--- config.mk ---
export PLATFORM = sky130hd
export DESIGN_NAME = cache_arbiter
export DESIGN_NICKNAME = d
export VERILOG_FILES = /design/src/rtl/cache_arb_pkg.sv /design/src/rtl/cache_arbiter.sv
export SDC_FILE = /design/constraint.sdc
export NUM_CORES = 1
export LEC_CHECK = 0
export CORE_AREA = 2 2 537 539
export DETAILED_ROUTE_END_ITERATION = 6
export DIE_AREA = 0 0 539 541
export PLACE_DENSITY = 0.3
export SLEW_MARGIN = 20
export SYNTH_ARGS = -nofsm -noshare
export SYNTH_HDL_FRONTEND = slang
export SYNTH_SLANG_ARGS = --single-unit
export TNS_END_PERCENT = 50
--- constraint.sdc ---
create_clock -name clk -period 1.7 [get_ports clk]
set_input_delay 0.34 -clock clk [delete_from_list [all_inputs] [get_ports clk]]
set_output_delay 0.34 -clock clk [all_outputs]
set_load 0.1 [all_outputs]
--- src/rtl/cache_arb_pkg.sv ---
// Shared types and default geometry for the I/D cache line arbiter that feeds
// cacheline_adaptor.
package cache_arb_pkg;

    localparam int unsigned ADDR_W_DEF   = 32;
    localparam int unsigned LINE_W_DEF   = 256;
    localparam int unsigned OFFSET_W_DEF = 5;

    typedef enum logic [1:0] {
        IDLE    = 2'd0,
        SERVE_I = 2'd1,
        SERVE_D = 2'd2,
        RESP    = 2'd3
    } arb_state_t;

    typedef enum logic {
        CLIENT_I = 1'b0,
        CLIENT_D = 1'b1
    } client_t;

endpackage

--- src/rtl/cache_arbiter.sv ---
// Round-robin arbiter merging I-cache and D-cache line misses onto one
// line-granular memory port; one transaction in flight, all outputs registered.
module cache_arbiter
    import cache_arb_pkg::*;
#(
    parameter int unsigned ADDR_W   = ADDR_W_DEF,
    parameter int unsigned LINE_W   = LINE_W_DEF,
    parameter int unsigned OFFSET_W = OFFSET_W_DEF
) (
    input  logic              clk,
    input  logic              rst,

    input  logic              imem_read,
    input  logic [ADDR_W-1:0] imem_address,
    output logic [LINE_W-1:0] imem_rdata,
    output logic              imem_resp,

    input  logic              dmem_read,
    input  logic              dmem_write,
    input  logic [ADDR_W-1:0] dmem_address,
    input  logic [LINE_W-1:0] dmem_wdata,
    output logic [LINE_W-1:0] dmem_rdata,
    output logic              dmem_resp,

    output logic              pmem_read,
    output logic              pmem_write,
    output logic [ADDR_W-1:0] pmem_address,
    output logic [LINE_W-1:0] pmem_wdata,
    input  logic [LINE_W-1:0] pmem_rdata,
    input  logic              pmem_resp
);

    localparam logic [ADDR_W-1:0] OFFSET_MASK = ADDR_W'((64'd1 << OFFSET_W) - 64'd1);

    arb_state_t        state_q,        state_d;
    client_t           last_grant_q,   last_grant_d;
    logic              pmem_read_q,    pmem_read_d;
    logic              pmem_write_q,   pmem_write_d;
    logic [ADDR_W-1:0] pmem_address_q, pmem_address_d;
    logic [LINE_W-1:0] pmem_wdata_q,   pmem_wdata_d;
    logic [LINE_W-1:0] imem_rdata_q,   imem_rdata_d;
    logic [LINE_W-1:0] dmem_rdata_q,   dmem_rdata_d;
    logic              imem_resp_q,    imem_resp_d;
    logic              dmem_resp_q,    dmem_resp_d;

    logic    i_req;
    logic    d_req;
    client_t grant;

    assign i_req = imem_read;
    assign d_req = dmem_read | dmem_write;

    // Round-robin: on a tie the client that did not win last time goes next.
    always_comb begin
        if (i_req && d_req) begin
            grant = (last_grant_q == CLIENT_I) ? CLIENT_D : CLIENT_I;
        end else if (d_req) begin
            grant = CLIENT_D;
        end else begin
            grant = CLIENT_I;
        end
    end

    always_comb begin
        // NOTE: every next-state signal starts from its held value so no path leaves it unassigned (no latches).
        state_d        = state_q;
        last_grant_d   = last_grant_q;
        pmem_read_d    = pmem_read_q;
        pmem_write_d   = pmem_write_q;
        pmem_address_d = pmem_address_q;
        pmem_wdata_d   = pmem_wdata_q;
        imem_rdata_d   = imem_rdata_q;
        dmem_rdata_d   = dmem_rdata_q;
        imem_resp_d    = 1'b0;
        dmem_resp_d    = 1'b0;

        unique case (state_q)
            IDLE: begin
                if (i_req || d_req) begin
                    last_grant_d = grant;
                    if (grant == CLIENT_D) begin
                        state_d        = SERVE_D;
                        // A simultaneous read+write from the D-cache is a writeback only.
                        pmem_write_d   = dmem_write;
                        pmem_read_d    = ~dmem_write;
                        pmem_address_d = dmem_address & ~OFFSET_MASK;
                        pmem_wdata_d   = dmem_wdata;
                    end else begin
                        state_d        = SERVE_I;
                        pmem_write_d   = 1'b0;
                        pmem_read_d    = 1'b1;
                        pmem_address_d = imem_address & ~OFFSET_MASK;
                        pmem_wdata_d   = '0;
                    end
                end
            end

            SERVE_I, SERVE_D: begin
                if (pmem_resp) begin
                    state_d      = RESP;
                    pmem_read_d  = 1'b0;
                    pmem_write_d = 1'b0;
                    if (state_q == SERVE_I) begin
                        imem_rdata_d = pmem_rdata;
                        imem_resp_d  = 1'b1;
                    end else begin
                        if (pmem_read_q) begin
                            dmem_rdata_d = pmem_rdata;
                        end
                        dmem_resp_d = 1'b1;
                    end
                end
            end

            RESP: begin
                state_d = IDLE;
            end

            default: begin
                state_d = IDLE;
            end
        endcase
    end

    always_ff @(posedge clk) begin
        // NOTE: sequential state uses non-blocking assignments so every flop samples pre-edge values.
        if (rst) begin
            state_q        <= IDLE;
            last_grant_q   <= CLIENT_I;
            pmem_read_q    <= 1'b0;
            pmem_write_q   <= 1'b0;
            pmem_address_q <= '0;
            pmem_wdata_q   <= '0;
            imem_rdata_q   <= '0;
            dmem_rdata_q   <= '0;
            imem_resp_q    <= 1'b0;
            dmem_resp_q    <= 1'b0;
        end else begin
            state_q        <= state_d;
            last_grant_q   <= last_grant_d;
            pmem_read_q    <= pmem_read_d;
            pmem_write_q   <= pmem_write_d;
            pmem_address_q <= pmem_address_d;
            pmem_wdata_q   <= pmem_wdata_d;
            imem_rdata_q   <= imem_rdata_d;
            dmem_rdata_q   <= dmem_rdata_d;
            imem_resp_q    <= imem_resp_d;
            dmem_resp_q    <= dmem_resp_d;
        end
    end

    assign pmem_read    = pmem_read_q;
    assign pmem_write   = pmem_write_q;
    assign pmem_address = pmem_address_q;
    assign pmem_wdata   = pmem_wdata_q;
    assign imem_rdata   = imem_rdata_q;
    assign imem_resp    = imem_resp_q;
    assign dmem_rdata   = dmem_rdata_q;
    assign dmem_resp    = dmem_resp_q;

endmodule
==> summary.txt <==
Status: finished with violations
First-pass GRT wire length: 274 mm
Area after DPL: 55300 um2
Met2 Track Usage GR: 0.239
Initial antenna violation count: 69
Crit. End Element: flop
Fillers: 31000
Clock Pin Slew Worst Setup and Hold Paths: 0.06 ns
Setup TNS Final: -48.38 ns
FF+latch count, synth: 802
F_max: 536 MHz
Met3 Resource Use GR: 0.0540
Period Utilization, post-route: 1.10
WS Path Type: flop to flop
Seq/Total Area, Yosys: 0.576
Post-synth EDFFs: 0
Failing checks: setup timing
Post-synthesis instance area: 27900 um2
CTS Buf Count: 115
Max_cap viols: 0
Routed len/inst: 24.2 um
Final Hold Vio Count: 0
Gr busiest metal: met2
Final Wtd Congestion: 0.784
Fin area: 63600 um2
Final net count: 5407
Syn-to-layout area delta: 128%
Post-route ant nets: 0
Core ar.: 286000 um2
Root Driver: clkbuf_16
Max Root-Sink Buffers: 4
Initial DRC Count: 1315
CP max FO: 8
DP HPWL: 159 mm
Synth warn: 0
CP required: 2.43 ns
Die area: 292000 um2
Grt total ovfl: 0
WP data arrival: 2.60 ns
Share of layout cells above drive strength 1: 0.362
Static Leak: 22.7 nW
Ys async rst share: 0
Die Y: 541 um
PnR worst setup slack: -0.165 ns
Drt drc: 0
RSZ-0062 raised after global routing: yes
Largest net degree at the start of global routing: 72
Crit path launch type: flop
Period minus WS final: 1.87 ns
Slew Limit Fails: 0
Via count: 30700
H-tree levels: 3
Clock tree from TritonCTS: done
GRT Util Overall: 0.134
Setup Skew: 0.0753 ns
Syn Area/Cell: 8.44 um2
Setup-failing EPs final: 1030
I/O Buffers: 1370
1st-pass router iterations: 5
Power Dens Cells: 1480 nW/um2
Hold Crit Class: primary input to flop
Met1 usage: 0.146
Clock Latency Late Sink: 0.87 ns
Reg2reg setup slack: -0.17 ns
Vias per cell: 3.53
Ys flop type: dfxtp_1
DP Worst Slack: -0.556 ns
Vias in the first global route: 30700
Row Count: 197
Initial Utilization: 0.0974
Netlist cell types: 35
Total Power: 94.4 mW
I/O pin cnt: 1386
Sink Count: 802
Worst vdd ir: 1.12 mV
Synth Instances: 3304
Detailed Route WL: 210 mm
Die X-Extent: 539 um
## cell usage in the layout (no fill, tap or decap), types with 5 or more instances in the layout
cell type,n
a311oi_1,27
buf_12,883
clkbuf_16,149
nand2_4,83
dfxtp_2,169
a21oi_2,118
a21oi_1,396
buf_8,19
dfxtp_4,75
dfxtp_1,558
clkbuf_8,29
clkinv_2,18
clkbuf_1,29
buf_6,29
nor2_1,284
clkdlybuf4s50_1,570
a32oi_1,256
dlygate4sd3_1,29
buf_16,32
nand2_2,35
conb_1,5
buf_4,107
diode_2,17
nand2_1,962
## worst max-delay path: stages (launching register included)
cell and delay (ns):
dfxtp_4 0.38, inv_4 0.04, ha_4 0.25, buf_6 0.12, nand4b_1 0.10, buf_6 0.15
buf_16 0.15, buf_16 0.19, clkbuf_16 0.21, nand2_4 0.05, a21oi_2 0.13
## synthesized netlist by cell type, drive strengths merged, types with 2 or more instances
| cell type | count | area (um2) |
|---|---|---|
| nand2 | 1081 | 4060 |
| dfxtp | 802 | 16100 |
| a21oi | 515 | 2580 |
| nor2 | 284 | 1070 |
| a32oi | 256 | 2240 |
| clkbuf | 169 | 649 |
| buf | 139 | 727 |
| a311oi | 27 | 236 |
| ha | 4 | 50.1 |
| o21ai | 4 | 20.0 |
| inv | 2 | 7.51 |
| nor3b | 2 | 15.0 |
## cell type report
type | instances | area, um2 | share of cell area
antenna | 17 | 42.5 | 0.000669
timing repair buffer | 1704 | 26900 | 0.422
sequential | 802 | 16500 | 0.260
inverter | 2 | 12.5 | 0.000197
multi-input combinational | 2196 | 11700 | 0.184
clock buffer | 173 | 3390 | 0.0532
clock inverter | 31 | 333 | 0.00523
tap | 3781 | 4730 | 0.0744
## power breakdown
part / internal, mW / total [mW] / switching, mW
Combinational: 16.3 / 45.8 / 29.4
Clock: 14.2 / 24.2 / 10.0
Sequential: 21.5 / 24.4 / 2.89
## kinds of logic after synthesis
logic type	after synthesis	synth area share
compound gates	810	0.186
simple gates	1376	0.187
mux	1	0.000359
flops	802	0.576
buf+inv	310	0.0496
other cells	1	0.000134
fa+ha+maj	4	0.00179
## worst paths after layout
path / to / depth (start not counted) / start
max reg2reg: dmem_rdata[210] / 10 / state_q[0]
min reg2reg: dmem_rdata[14] / 2 / dmem_rdata[14]
min: pmem_wdata[177] / 3 / dmem_wdata[177]
max: dmem_rdata[210] / 10 / state_q[0]
## registers in the layout (all words and copies together) (netlist names)
register      count
state_q           2
pmem_read         1
pmem_address     27
imem_resp         1
imem_rdata      256
pmem_wdata      256
dmem_rdata      256
dmem_resp         1
last_grant_q      1
pmem_write        1
## per-stage QoR
stage	utilization	std cells	hold WS [ns]
2_1_floorplan	-	3308	0.476
3_3_place_gp	0.193	8353	0.479
3_5_place_dp	0.193	8353	0.484
4_1_cts	0.215	8655	0.000134
5_1_grt	0.222	8692	0.0576
6_report	0.222	8706	0.108
## repair_timing
| action | CTS | global route |
|---|---|---|
| hold endpoints to repair | 79 | 0 |
| buffers inserted | 47 | 16 |
| endpoints found under the setup margin | 1310 | 1331 |
| hold buffers | 29 | 0 |
| cloned | 23 | 35 |
| pin swaps | 36 | 139 |
| gates resized for setup | 401 | 397 |
## routing by layer
| metal | part of all wire | routed length [um] |
|---|---|---|
| met1 | 0.39 | 81300 |
| met5 | 0.0024 | 511 |
| met3 | 0.087 | 18300 |
| met4 | 0.025 | 5180 |
| met2 | 0.50 | 105000 |
(Power assumes the default switching activity.)
